--- src/rtl/control_unit_pkg.sv ---
// Shared definitions for the multi-cycle arithmetic controller.
//   state_t        : FSM state encoding
//   op_t           : operation codes (add, sub, mul, div)
//   C_*            : bit positions inside the 8-bit datapath control word
//   ITERATIONS     : loop iterations per multiply/divide (one per operand bit)
//   cbit()         : builds a one-hot control-word mask from a bit position
package control_unit_pkg;

  typedef enum logic [2:0] {
    S_IDLE,
    S_INIT,
    S_MUL_TEST,
    S_MUL_SHIFT,
    S_DIV_SHIFT,
    S_DIV_SUB,
    S_DIV_FIX,
    S_DONE
  } state_t;

  typedef enum logic [1:0] {
    OP_ADD = 2'b00,
    OP_SUB = 2'b01,
    OP_MUL = 2'b10,
    OP_DIV = 2'b11
  } op_t;

  localparam int C_LOAD_A   = 0;  // A <= adder result
  localparam int C_SUB      = 1;  // adder subtracts
  localparam int C_LSHIFT   = 2;  // A:Q shift left
  localparam int C_RSHIFT   = 3;  // A:Q shift right
  localparam int C_LOAD_QM  = 4;  // Q <= x, M <= y
  localparam int C_CLR_A    = 5;  // A <= 0
  localparam int C_SET_Q0   = 6;  // Q[0] <= 1
  localparam int C_CNT_INCR = 7;  // iteration counter advances

  localparam int ITERATIONS = 8;
  localparam int CNT_W      = $clog2(ITERATIONS);
  localparam logic [CNT_W-1:0] CNT_LAST = CNT_W'(ITERATIONS - 1);

  function automatic logic [7:0] cbit(input int unsigned idx);
    cbit = 8'd1 << idx;
  endfunction

endpackage

--- src/rtl/control_unit_if.sv ---
// Handshake and datapath-status bundle between the controller and its user.
//   start, op        : operation request (op sampled when start is accepted)
//   q0, a_b7, m_zero : datapath status bits fed back to the controller
//   c                : 8-bit datapath control word
//   busy, done, err  : controller status
// master = requester/datapath side, slave = controller side.
interface control_unit_if;

  logic       start;
  logic [1:0] op;
  logic       q0;
  logic       a_b7;
  logic       m_zero;
  logic [7:0] c;
  logic       busy;
  logic       done;
  logic       err;

  modport master (
    output start, op, q0, a_b7, m_zero,
    input  c, busy, done, err
  );

  modport slave (
    input  start, op, q0, a_b7, m_zero,
    output c, busy, done, err
  );

endinterface

--- src/rtl/control_unit_iter_cnt.sv ---
// iter_cnt: 3-bit loop iteration counter for multiply/divide.
//   clk, rst : clock, asynchronous active-high reset
//   clr      : synchronous clear (takes priority over incr)
//   incr     : advance by one, wrapping from the last value back to 0
//   last     : counter currently holds the final iteration value
module iter_cnt
  import control_unit_pkg::*;
(
  input  logic clk,
  input  logic rst,
  input  logic clr,
  input  logic incr,
  output logic last
);

  logic [CNT_W-1:0] cnt;

  // Natural CNT_W-bit overflow provides the wrap to 0 on the final increment.
  always_ff @(posedge clk or posedge rst) begin
    if (rst) begin
      cnt <= '0;
    end else if (clr) begin
      cnt <= '0;
    end else if (incr) begin
      cnt <= cnt + 1'b1;
    end
  end

  assign last = (cnt == CNT_LAST);

endmodule

--- src/rtl/control_unit.sv ---
// control_unit: sequencing FSM for an 8-bit add/sub/mul/div datapath.
// Add/sub finish in one cycle; multiply runs unsigned shift-and-add and
// divide runs unsigned restoring division, each over eight iterations.
//   clk  : clock
//   rst  : asynchronous active-high reset
//   bus  : control_unit_if.slave (start/op request, datapath status in,
//          control word c and busy/done/err out)
module control_unit
  import control_unit_pkg::*;
(
  input  logic           clk,
  input  logic           rst,
  control_unit_if.slave  bus
);

  state_t     state_q, state_d;
  op_t        op_q;
  logic       err_q;
  logic       accept;
  logic       set_err;
  logic       cnt_clr;
  logic       cnt_incr;
  logic       cnt_last;
  logic [7:0] ctl;

  assign accept = (state_q == S_IDLE) && bus.start;

  iter_cnt u_iter_cnt (
    .clk  (clk),
    .rst  (rst),
    .clr  (cnt_clr),
    .incr (cnt_incr),
    .last (cnt_last)
  );

  // op is latched at acceptance so later changes on the bus are ignored.
  // err is cleared by the next accepted start, not by done.
  always_ff @(posedge clk or posedge rst) begin
    if (rst) begin
      state_q <= S_IDLE;
      op_q    <= OP_ADD;
      err_q   <= 1'b0;
    end else begin
      state_q <= state_d;
      if (accept) begin
        op_q  <= op_t'(bus.op);
        err_q <= 1'b0;
      end else if (set_err) begin
        err_q <= 1'b1;
      end
    end
  end

  always_comb begin
    state_d  = state_q;
    ctl      = 8'h00;
    cnt_clr  = 1'b0;
    cnt_incr = 1'b0;
    set_err  = 1'b0;
    case (state_q)
      S_IDLE: begin
        if (bus.start) begin
          state_d = bus.op[1] ? S_INIT : S_DONE;
        end
      end
      S_INIT: begin
        ctl     = cbit(C_LOAD_QM) | cbit(C_CLR_A);
        cnt_clr = 1'b1;
        if (op_q == OP_MUL) begin
          state_d = S_MUL_TEST;
        end else if (bus.m_zero) begin
          state_d = S_DONE;
          set_err = 1'b1;
        end else begin
          state_d = S_DIV_SHIFT;
        end
      end
      S_MUL_TEST: begin
        if (bus.q0) begin
          ctl = cbit(C_LOAD_A);
        end
        state_d = S_MUL_SHIFT;
      end
      S_MUL_SHIFT: begin
        ctl      = cbit(C_RSHIFT) | cbit(C_CNT_INCR);
        cnt_incr = 1'b1;
        state_d  = cnt_last ? S_DONE : S_MUL_TEST;
      end
      S_DIV_SHIFT: begin
        ctl     = cbit(C_LSHIFT);
        state_d = S_DIV_SUB;
      end
      S_DIV_SUB: begin
        ctl     = cbit(C_LOAD_A) | cbit(C_SUB);
        state_d = S_DIV_FIX;
      end
      S_DIV_FIX: begin
        // Negative trial remainder: add M back (restore), quotient bit stays 0.
        ctl      = cbit(C_CNT_INCR) | (bus.a_b7 ? cbit(C_LOAD_A) : cbit(C_SET_Q0));
        cnt_incr = 1'b1;
        state_d  = cnt_last ? S_DONE : S_DIV_SHIFT;
      end
      S_DONE: begin
        state_d = S_IDLE;
      end
      default: begin
        state_d = S_IDLE;
      end
    endcase
  end

  assign bus.c    = ctl;
  assign bus.busy = (state_q != S_IDLE);
  assign bus.done = (state_q == S_DONE);
  assign bus.err  = err_q;

endmodule

--- src/flat_wrapper.sv ---
// flat-port wrapper written by rule: the top's interface ports become plain ports
module control_unit_flat import control_unit_pkg::*;
  (clk, rst, bus_start, bus_op, bus_q0, bus_a_b7, bus_m_zero, bus_c, bus_busy, bus_done, bus_err);
  control_unit_if bus_i ();
  input  logic clk;
  input  logic rst;
  input wire logic [$bits(bus_i.start)-1:0] bus_start;
  input wire logic [$bits(bus_i.op)-1:0] bus_op;
  input wire logic [$bits(bus_i.q0)-1:0] bus_q0;
  input wire logic [$bits(bus_i.a_b7)-1:0] bus_a_b7;
  input wire logic [$bits(bus_i.m_zero)-1:0] bus_m_zero;
  output wire logic [$bits(bus_i.c)-1:0] bus_c;
  output wire logic [$bits(bus_i.busy)-1:0] bus_busy;
  output wire logic [$bits(bus_i.done)-1:0] bus_done;
  output wire logic [$bits(bus_i.err)-1:0] bus_err;
  assign bus_i.start = bus_start;
  assign bus_i.op = bus_op;
  assign bus_i.q0 = bus_q0;
  assign bus_i.a_b7 = bus_a_b7;
  assign bus_i.m_zero = bus_m_zero;
  assign bus_c = bus_i.c;
  assign bus_busy = bus_i.busy;
  assign bus_done = bus_i.done;
  assign bus_err = bus_i.err;
  control_unit u_core (.clk(clk), .rst(rst), .bus(bus_i));
endmodule
--- config.mk ---
export PLATFORM = sky130hd
export DESIGN_NAME = control_unit_flat
export DESIGN_NICKNAME = d
export VERILOG_FILES = /design/src/rtl/control_unit_pkg.sv /design/src/rtl/control_unit_if.sv /design/src/rtl/control_unit_iter_cnt.sv /design/src/rtl/control_unit.sv /design/src/flat_wrapper.sv
export SDC_FILE = /design/constraint.sdc
export NUM_CORES = 1
export LEC_CHECK = 0
export ABC_AREA = 1
export CAP_MARGIN = 10
export CORE_AREA = 2 2 39 41
export DETAILED_ROUTE_END_ITERATION = 16
export DIE_AREA = 0 0 41 43
export PLACE_DENSITY_LB_ADDON = 0.05
export SLEW_MARGIN = 30
export SYNTH_ARGS = -nofsm -noshare
export SYNTH_HDL_FRONTEND = slang
export SYNTH_HIERARCHICAL = 1
export SYNTH_SLANG_ARGS = --single-unit
--- constraint.sdc ---
create_clock -name clk -period 2.9 [get_ports clk]
set_input_delay 0.58 -clock clk [delete_from_list [all_inputs] [get_ports clk]]
set_output_delay 0.58 -clock clk [all_outputs]
set_load 0.05 [all_outputs]
==> results, run 1 <==
- The flow ran to the end, and the final reports show no timing, DRC or antenna violations.
- Summed over all layers, the global routing overflow is 0.
- The number of design rule violations left after detail routing is 0.
- The element type at the critical path start is a register.
- Once detail routing completed, the nets flagged for antenna violations numbered 0.
- Summing over every cut layer, the via total after detailed routing is 533.
- The total power per unit cell area is 1290 mW/mm2.
- The number of global-route vias before repair is 429.
- In this run the tool buffered the top-level ports with 18 buffer cells.
- The required time of the critical path is 2.32 ns.
- The hold buffer count at CTS is 0.
- The data arrival time of the worst path is 2.05 ns.
- The post-DP HPWL is 912 um.
- In this run, distinct cell masters in the synthesized netlist total 20.
- After synthesis, flip-flops and latches occupy 38.4% of the total area.
- The startpoint identified for the worst register-to-register timing path is u_core/state_q[1].
- The effective utilization at floorplan is 42.4%.
- The most common cell after layout, fill and taps aside is sky130_fd_sc_hd__clkdlybuf4s50_1.
- The smallest setup slack after layout is 0.272 ns.
- The number of synthesis warnings is 6.
- The first routing iteration left 8 violations.
- The post-synth net total is 89.
- The cell area after synthesis is 587 um2.
- The power after layout is 1.01 mW.
- The largest net degree at the start of global routing is 11.
- In this run, CTS created clock tree buffers numbering 3.
- The height of the chip is 43 um.
- After floorplanning, the core was divided into 14 placement rows.
- The first global-routing pass estimated 1680 um of wire.
- The number of standard cells in the layout, taps in and fillers out is 113.
- The largest area contributor in the synthesized netlist is sky130_fd_sc_hd__dfrtp_1.
- In this run, post-CTS repair resized a total of 0 instances.
- The number of cells on the worst reg-to-reg path is 5.
- After synthesis the netlist holds a flip-flop and latch count of 9.
- The placeable core region is 0.00138 mm2.
- The critical path start-end classification is reg -> out.
- The max-slew headroom at the worst pin is 66.3%.
- The clock tree from TritonCTS is yes.
- Clock-pin slew was measured on the worst setup and hold paths at 0.06 ns.
- The number of inserted diodes is 0.
- The leakage component of the power is 0.406 nW.
- The area of the die is 0.00176 mm2.
- The final estimated routing congestion in global placement is 0.732.
- The post-placement setup slack is 0.419 ns.
- The layout filler cell count is 136.
- The clock drives 9 sinks.
- The number of hold violations in the final report came to 0.
- The instance count along the most critical hold path is 2.
- The share of Yosys cell area claimed by the top area cell type is 38.4%.
- The length of the first detailed-routing pass in iterations is 5.
- The worst clock skew is 0.00611 ns.
- The overall routed net length is 1080 um.
- The worst path uses 90.6% of the clock period.
- The net count of the finished layout is 108.
- Setup repair after global routing left no endpoint under its margin.
- The synthesis-to-finish area growth is 33.0%.
- After routing, the total negative slack on setup checks comes to 0 ns.
- Counting tap cells, the placed design contains a total of 109 instances.
- VDD sags by at most 0.494 mV.
- The per-cell via count in the routed design is 4.72.
- After layout, the minimum clock period comes to 2.63 ns.
- The clock passes through at most 2 buffers.
- By area the synthesized netlist is led by sky130_fd_sc_hd__dfrtp_1, sky130_fd_sc_hd__nand3_1, sky130_fd_sc_hd__nand2_1.
- On the final layout, the worst hold slack is 0.491 ns.
- For hold timing, the worst endpoint is u_core/u_iter_cnt/cnt[1].
- Setup violations remaining at the end of the flow were counted as 0.
- The top cell types in the final layout, fill and taps aside, are sky130_fd_sc_hd__clkdlybuf4s50_1, sky130_fd_sc_hd__nand2_1, sky130_fd_sc_hd__inv_1.
- The number of max-slew violations in the final report is 0.
- The layout cell share with drive strength beyond 1 is 13.4%.
- Across every metal layer, demand over resource in global routing totals 14.6%.
- Based on the critical path, the design can be clocked at up to 0.381 GHz.
- In this run the number of H-tree levels came out at 1.
- The setup check on the worst reg-to-reg path leaves a slack of 1.51 ns.
- The cell count after synthesis came out at 79.
- Dividing the detail-routed wire length by the instance count gives 9.59 um.
- The total of max-cap violations is 0.
- The worst setup path is captured at an output pin.
- The worst flop-to-flop path endpoint is u_core/u_iter_cnt/cnt[0].
- The average cell area after synthesis is 7.43 um2.
- The highest fanout seen on the critical path is 10.
- The root cell of the clock tree is sky130_fd_sc_hd__clkbuf_4.
- The number of buffers inserted to repair setup after CTS is 0.
- In this run the count of I/O pins placed on the die edge is 19.
- At the pin with the least slew margin, the transition time is 0.499 ns.
- The die span in x is 41 um.
- The number of antenna violations at the first check in global routing is 0.
- The startpoint of the lowest-slack hold path is u_core/u_iter_cnt/cnt[1].
- The later pin in the worst-skew pair is clocked with a latency of 0.25 ns.
- The worst hold path belongs to the class reg -> reg.
-- logic make-up (layout without fill, tap and decap cells) --
group / Yosys count / in the layout / synth area share, %
compound gates: 10 / 10 / 10.2
fa+ha+maj: 2 / 2 / 4.26
buf+inv: 17 / 35 / 13.4
flops: 9 / 9 / 38.4
simple gates: 41 / 41 / 33.7
-- state kept, by name, indices dropped and copies added, names as in the netlist --
name / count
u_core/op_q: 2
u_core/state_q: 3
u_core/bus.err: 1
u_core/u_iter_cnt/cnt: 3
-- layer usage --
| layer | up-vias | wire (um) | GRT usage (%) | part of all wire, % |
|---|---|---|---|---|
| li1 | 287 | - | - | - |
| met1 | 228 | 491 | 17.6 | 45 |
| met2 | 16 | 510 | 20.9 | 47 |
| met3 | 2 | 65 | 4.71 | 6.0 |
| met4 | 0 | 17 | 10.0 | 1.6 |
| met5 | - | 0 | 0 | 0 |
-- worst max path at each step --
stage,start,to,depth (start not counted)
finish,u_core/state_q[2],bus_c[4],4
global route,u_core/state_q[2],bus_c[4],4
CTS,u_core/state_q[2],bus_c[4],4
detailed placement,bus_a_b7,bus_c[6],3
global placement,bus_a_b7,bus_c[6],3
floorplan,u_core/state_q[0],bus_c[7],2
-- power breakdown --
| group | switching [mW] | internal, mW |
|---|---|---|
| Sequential | 0.0755 | 0.185 |
| Clock | 0.0393 | 0.0527 |
| Combinational | 0.435 | 0.218 |
-- cells in the mapped netlist --
| library cell | instances |
|---|---|
| sky130_fd_sc_hd__ha_1 | 2 |
| sky130_fd_sc_hd__nand2_1 | 12 |
| sky130_fd_sc_hd__nand2_2 | 1 |
| sky130_fd_sc_hd__a21o_2 | 1 |
| sky130_fd_sc_hd__nand4_1 | 2 |
| sky130_fd_sc_hd__nand2_4 | 1 |
| sky130_fd_sc_hd__o21a_1 | 1 |
| sky130_fd_sc_hd__nand3_1 | 10 |
| sky130_fd_sc_hd__o21ai_2 | 1 |
| sky130_fd_sc_hd__o21ai_0 | 6 |
| sky130_fd_sc_hd__dfrtp_1 | 9 |
| sky130_fd_sc_hd__nor3_1 | 1 |
| sky130_fd_sc_hd__buf_4 | 4 |
| sky130_fd_sc_hd__inv_1 | 11 |
| sky130_fd_sc_hd__nor2_1 | 10 |
| sky130_fd_sc_hd__nor2_4 | 1 |
| sky130_fd_sc_hd__or2_1 | 1 |
| sky130_fd_sc_hd__inv_2 | 2 |
| sky130_fd_sc_hd__nor2_2 | 2 |
| sky130_fd_sc_hd__a21oi_1 | 1 |
-- stage by stage --
step	util (%)	cell area, um2
2_1_floorplan	-	587
3_3_place_gp	54.5	754
3_5_place_dp	54.5	754
4_1_cts	56.4	781
5_1_grt	56.4	781
6_report	56.4	781
-- cell type report --
cell class	count	area, um2	area share, %
multi-input cells	53	283	36.2
inverters	13	48.8	6.25
clock buffers	4	26.3	3.37
flip-flops and latches	9	225	28.8
well taps	16	20.0	2.56
repair buffers	18	178	22.8
-- critical path: stages, from the launching register on --
cell,delay (ns)
sky130_fd_sc_hd__dfrtp_1,0.50
sky130_fd_sc_hd__inv_2,0.15
sky130_fd_sc_hd__nand3_1,0.14
sky130_fd_sc_hd__inv_1,0.17
sky130_fd_sc_hd__clkdlybuf4s50_1,0.82
(Power assumes the default switching activity.)
==> inputs of run 2 (changes only) <==
- CORE_AREA: 2 2 39 41 -> unset
- CORE_UTILIZATION: unset -> 36
- DIE_AREA: 0 0 41 43 -> unset
- GPL_ROUTABILITY_DRIVEN: unset -> 0
==> run 2 against run 1 <==
  * Total power about the same
  * Combinational power about the same
  * Maximum frequency about the same
  * Critical path type unchanged
  * Critical endpoint unchanged
  * Core utilization decreased by 4.6 points
  * Sequential share of layout area unchanged
  * Largest power group unchanged
==> results, run 2 (synthesized netlist as in run 1, its figures left out) <==
- The root cell of the clock tree is sky130_fd_sc_hd__clkbuf_4.
- The number of buffers inserted to repair setup after CTS is 0.
- The largest registers in the layout are u_core/state_q: 3 flops, u_core/u_iter_cnt/cnt: 3 flops, u_core/op_q: 2 flops.
- The tool flagged a number of max-cap violations equal to 0.
- The number of hold violations in the final report came to 0.
- The number of nets still failing antenna checks after routing is 0.
- The via count is 542.
- For this run, design rule violations remaining after detail routing come to 0.
- The first element of the critical path is u_core/state_q[2].
- Setup repair after global routing left no endpoint under its margin.
- The number of inserted diodes is 0.
- The die is 42.4 um wide.
- The startpoint of the worst register-to-register path is u_core/state_q[1].
- Entering global routing, the biggest net connects 11 pins.
- The clock latency on the worst-skew pair is 0.25 ns.
- The share of the clock period used by the worst path is 90.6%.
- Clock-pin slew was measured on the worst setup and hold paths at 0.06 ns.
- The synthesis-to-finish area growth is 33.0%.
- The pin slew with the least headroom to its limit is 0.496 ns.
- The element type at the critical path start is a register.
- The footprint of the flip-flops and latches is 225 um2.
- The wire length of the first global-routing pass is 1860 um.
- Leaving out fill and tap cells, the most frequent cell in the layout is sky130_fd_sc_hd__clkdlybuf4s50_1.
- The startpoint of the lowest-slack hold path is u_core/u_iter_cnt/cnt[2].
- The data arrival time of the worst path is 2.05 ns.
- The overall routed net length is 1090 um.
- The number of CTS-inserted buffers is 3.
- Timing would allow up to 0.380 GHz.
- The largest voltage drop on the vdd net is 0.455 mV.
- The run finished with clean final reports.
- In this run the tightest slew margin relative to its limit is 66.6%.
- The clock passes through at most 2 buffers.
- The length of the first detailed-routing pass in iterations is 2.
- Adding up every negative setup slack in the final design gives 0 ns.
- The clock tree from TritonCTS is yes.
- The effective utilization at floorplan is 39.0%.
- The number of global-route vias before repair is 480.
- The leftover overflow at the end of global routing is 0.
- The count of H-tree levels built during CTS is 1.
- The type of destination of the critical path is an output pin.
- The number of antenna violations at the first check in global routing is 0.
- The number of clock sinks is 9.
- The post-DP HPWL is 868 um.
- The initial DRC count is 2.
- Input and output buffers added on the ports amount to 18.
- Setup violations remaining at the end of the flow were counted as 0.
- The top cell types in the final layout, fill and taps aside, are sky130_fd_sc_hd__clkdlybuf4s50_1, sky130_fd_sc_hd__nand2_1, sky130_fd_sc_hd__inv_1.
- The per-cell via count in the routed design is 4.80.
- The worst clock skew is 0.00122 ns.
- The critical path is of the reg -> out type.
- In this run the core area contains 14 standard-cell rows.
- Cells with a size suffix above 1 make up 13.4% of the layout.
- The highest fanout seen on the critical path is 10.
- In the global route stage, overall resource usage came out at 13.8%.
- The leakage component of the power is 0.406 nW.
- Dividing the detail-routed wire length by the instance count gives 9.65 um.
- The height of the chip is 42.4 um.
- The number of nets in the layout is 108.
- After layout, the minimum clock period comes to 2.63 ns.
- STA puts the critical path data required time at 2.32 ns.
- The number of max-slew violations in the final report is 0.
- The total power per unit cell area is 1290 mW/mm2.
- The number of placed I/O pins is 19.
- The completed layout was analyzed and its total power is 1.01 mW.
- The multi-input combinational cells in the finished layout cover a total of 283 um2.
- The area of the die is 0.00180 mm2.
- The class of the worst hold path is reg -> reg.
- The layout filler cell count is 157.
- Hold repair after CTS inserted 0 buffers.
- The core region is 0.00151 mm2.
- The count of instances resized after the clock tree is built is 0.
[run 2: per-layer routing]
layer	global-route usage [%]	share of wire (%)	vias to the layer above
met1	18.1	48	239
met5	0	0	-
met3	1.29	4.8	2
met2	21.2	46	13
li1	-	-	288
met4	9.38	1.1	0
[run 2: final timing paths]
check                                            to  slack, ns  cells past startpoint
setup / recovery                           bus_c[4]       0.27                      4
hold / removal             u_core/u_iter_cnt/cnt[2]       0.48                      2
setup reg to reg           u_core/u_iter_cnt/cnt[0]       1.54                      5
hold reg to reg            u_core/u_iter_cnt/cnt[2]       0.48                      2
max in group asynchronous         u_core/state_q[1]       2.15                      2
min in group asynchronous  u_core/u_iter_cnt/cnt[1]       0.52                      2
[run 2: cell type report]
cell class / count / share of cell area [%]
timing repair buffer: 18 / 22.8
clock buffer: 4 / 3.37
tap: 16 / 2.56
inverter: 13 / 6.25
sequential: 9 / 28.8
multi-input combinational: 53 / 36.2
[run 2: metrics by stage]
stage,hold slack [ns],util (%),instance area [um2],instances,worst slack [ns]
floorplan,0.334,-,587,79,0.666
global placement,0.467,50.1,754,109,0.424
detailed placement,0.468,50.1,754,109,0.410
CTS,0.482,51.8,781,113,0.248
global route,0.516,51.8,781,113,0.154
finish,0.480,51.8,781,113,0.272
[run 2: power by group]
group	internal [mW]	switching (mW)	total (mW)
Combinational	0.219	0.435	0.654
Clock	0.0529	0.0418	0.0947
Sequential	0.185	0.0727	0.258
Total	0.457	0.549	1.01
[run 2: worst max-delay path, cell delays in order (launching register included)]
cell and delay [ns]:
sky130_fd_sc_hd__dfrtp_1 0.49, sky130_fd_sc_hd__inv_2 0.15, sky130_fd_sc_hd__nand3_1 0.15, sky130_fd_sc_hd__inv_1 0.18
sky130_fd_sc_hd__clkdlybuf4s50_1 0.83
==> inputs of run 3 (changes only) <==
- CORE_UTILIZATION: 36 -> 34
- PLACE_DENSITY: unset -> 0.64
- PLACE_DENSITY_LB_ADDON: 0.05 -> unset
==> run 3 against run 2 <==
  * The run now ends with DRC left
  * Final area unchanged
  * Hold slack about the same
  * Total power about the same
  * Final cell count unchanged
  * Critical path type unchanged
  * Sequential share of layout area unchanged
  * Register-to-register slack about the same
  * Clock skew about the same
  * Critical endpoint unchanged
  * Worst setup slack got worse by 0.017 ns
==> results, run 3 (synthesized netlist as in run 1, its figures left out) <==
- The number of max-slew violations in the final report is 0.
- Setup violations remaining at the end of the flow were counted as 0.
- The post-CTS clock slew at the launch and capture registers of the worst setup and hold paths is 0.06 ns.
- The number of global-route vias before repair was 492.
- The worst clock skew is 0.000951 ns.
- The critical path goes through inv_2, nand3_1, inv_1, clkdlybuf4s50_1.
- The clock latency on the worst-skew pair is 0.25 ns.
- The max-slew headroom at the worst pin is 67.0%.
- In this run, CTS created clock tree buffers numbering 3.
- For this design, the slowest cell found on the critical path is sky130_fd_sc_hd__clkdlybuf4s50_1.
- The total of max-cap violations is 0.
- The height of the chip is 43.5 um.
- The root cell of the clock tree is sky130_fd_sc_hd__clkbuf_4.
- Pin placement for this block handled 19 I/O pins.
- The number of placed instances with taps included is 109.
- The shortest period the worst path allows is 2.65 ns.
- The die span in x is 43.5 um.
- The number of cell rows is 14.
- The via count is 535.
- The total power per unit cell area is 1290 mW/mm2.
- Leaving out fill and tap cells, the most frequent cell in the layout is sky130_fd_sc_hd__clkdlybuf4s50_1.
- The floorplan step defined a die boundary enclosing 0.00190 mm2.
- At the end of the flow, the number of nets in the layout was 108.
- The per-cell via count in the routed design is 4.73.
- For this run, the slowest stage of the critical path takes 0.83 ns.
- The number of hold violations in the final report is 0.
- The count of H-tree levels built during CTS is 1.
- The share of the clock period used by the worst path is 91.2%.
- The count of instances resized after the clock tree is built is 0.
- For this run, the detailed router's first-pass iteration total came to 10.
- The class of the worst hold path is reg -> reg.
- The setup total negative slack is 0 ns.
- The number of buffers inserted to repair setup after CTS is 0.
- The global-route total usage across every layer is 13.6%.
- For this design the static power due to leakage is 0.406 nW.
- Leaving out filler cells and counting taps, the final layout contains 113.
- The run finished, with violations left.
- The tree built by TritonCTS fans out to 9 sinks.
- Entering global routing, the biggest net connects 11 pins.
- The number of inserted diodes is 0.
- The number of design rule violations left after detail routing is 6.
- For the worst setup path, the data required time is 2.32 ns.
- Leaving out fill and tap cells, the most frequent cells in the layout are sky130_fd_sc_hd__clkdlybuf4s50_1, sky130_fd_sc_hd__nand2_1, sky130_fd_sc_hd__inv_1.
- The placeable core region is 0.00156 mm2.
- The effective utilization at floorplan is 37.6%.
- Along the worst path, the maximum fanout reaches 10.
- At the pin with the least slew margin, the transition time is 0.490 ns.
- The wire length of the first global-routing pass is 1920 um.
- TritonCTS built the clock tree.
- Dividing the detail-routed wire length by the instance count gives 9.54 um.
- The number of antenna violations at the first check in global routing is 0.
- The type of destination of the critical path is an output pin.
- The data arrival time of the worst path is 2.07 ns.
- The largest registers in the layout are u_core/state_q: 3 flops, u_core/u_iter_cnt/cnt: 3 flops, u_core/op_q: 2 flops.
- Detailed placement finished with a half-perimeter wire length of 902 um.
- The number of nets still failing antenna checks after routing is 0.
- Port buffering added 18 buffers.
- The setup slack on the worst flop-to-flop path is 1.53 ns.
- The largest voltage drop on the vdd net is 0.477 mV.
- The layout cell share with drive strength beyond 1 is 13.4%.
- The element type at the critical path start is a register.
- The hold buffer count at CTS is 0.
- Power comes to 1.01 mW.
- The leftover overflow at the end of global routing is 0.
- Setup repair after global routing left no endpoint under its margin.
- The synthesis-to-finish area growth is 33.0%.
- For this block, the initial DRC count from the detailed router was 7.
- The clock tree buffer depth is 2.
- The final reports fail on DRC.
- The critical path start-end classification is reg -> out.
- The overall routed net length is 1080 um.
- The timing-limited maximum frequency is 0.378 GHz.
run 3: critical path: cells and delay by family (launching register included):
kind / cells / cell delay, ns
buffers and inverters: 3 / 1.17
DFF: 1 / 0.50
and+or+nand+nor: 1 / 0.15
run 3: layout make-up:
class	count	area [um2]
clock buffers	4	26.3
flip-flops and latches	9	225
well taps	16	20.0
fillers	170	778
inverters	13	48.8
repair buffers	18	178
multi-input cells	53	283
run 3: layer usage:
metal  track usage, %  wire length (um)  part of all wire (%)  vias to the layer above
li1                 -                 -                     -                      289
met1             17.1               533                    49                      231
met3             1.25                51                   4.7                        2
met5                0                 0                     0                        -
met2             22.1               482                    45                       13
met4             9.38                10                  0.93                        0
run 3: power by group:
group          total (mW)  internal, mW  switching, mW  leakage [nW]
registers           0.259         0.185         0.0738         0.112
logic               0.656         0.218          0.438         0.279
clock network      0.0910        0.0527         0.0384        0.0150
run 3: final timing paths:
path / startpoint / endpoint / cells past startpoint
min in group asynchronous: rst / u_core/u_iter_cnt/cnt[2] / 2
setup reg to reg: u_core/state_q[1] / u_core/u_iter_cnt/cnt[0] / 5
hold reg to reg: u_core/u_iter_cnt/cnt[2] / u_core/u_iter_cnt/cnt[2] / 2
hold / removal: u_core/u_iter_cnt/cnt[2] / u_core/u_iter_cnt/cnt[2] / 2
setup / recovery: u_core/state_q[2] / bus_c[4] / 4
max in group asynchronous: rst / u_core/state_q[1] / 2
run 3: per-stage QoR:
step | hold WS (ns) | area [um2] | setup slack [ns] | util [%]
floorplan | 0.334 | 587 | 0.666 | -
global placement | 0.463 | 754 | 0.425 | 48.4
detailed placement | 0.479 | 754 | 0.403 | 48.4
CTS | 0.491 | 781 | 0.240 | 50.1
global route | 0.520 | 781 | 0.140 | 50.1
finish | 0.480 | 781 | 0.254 | 50.1
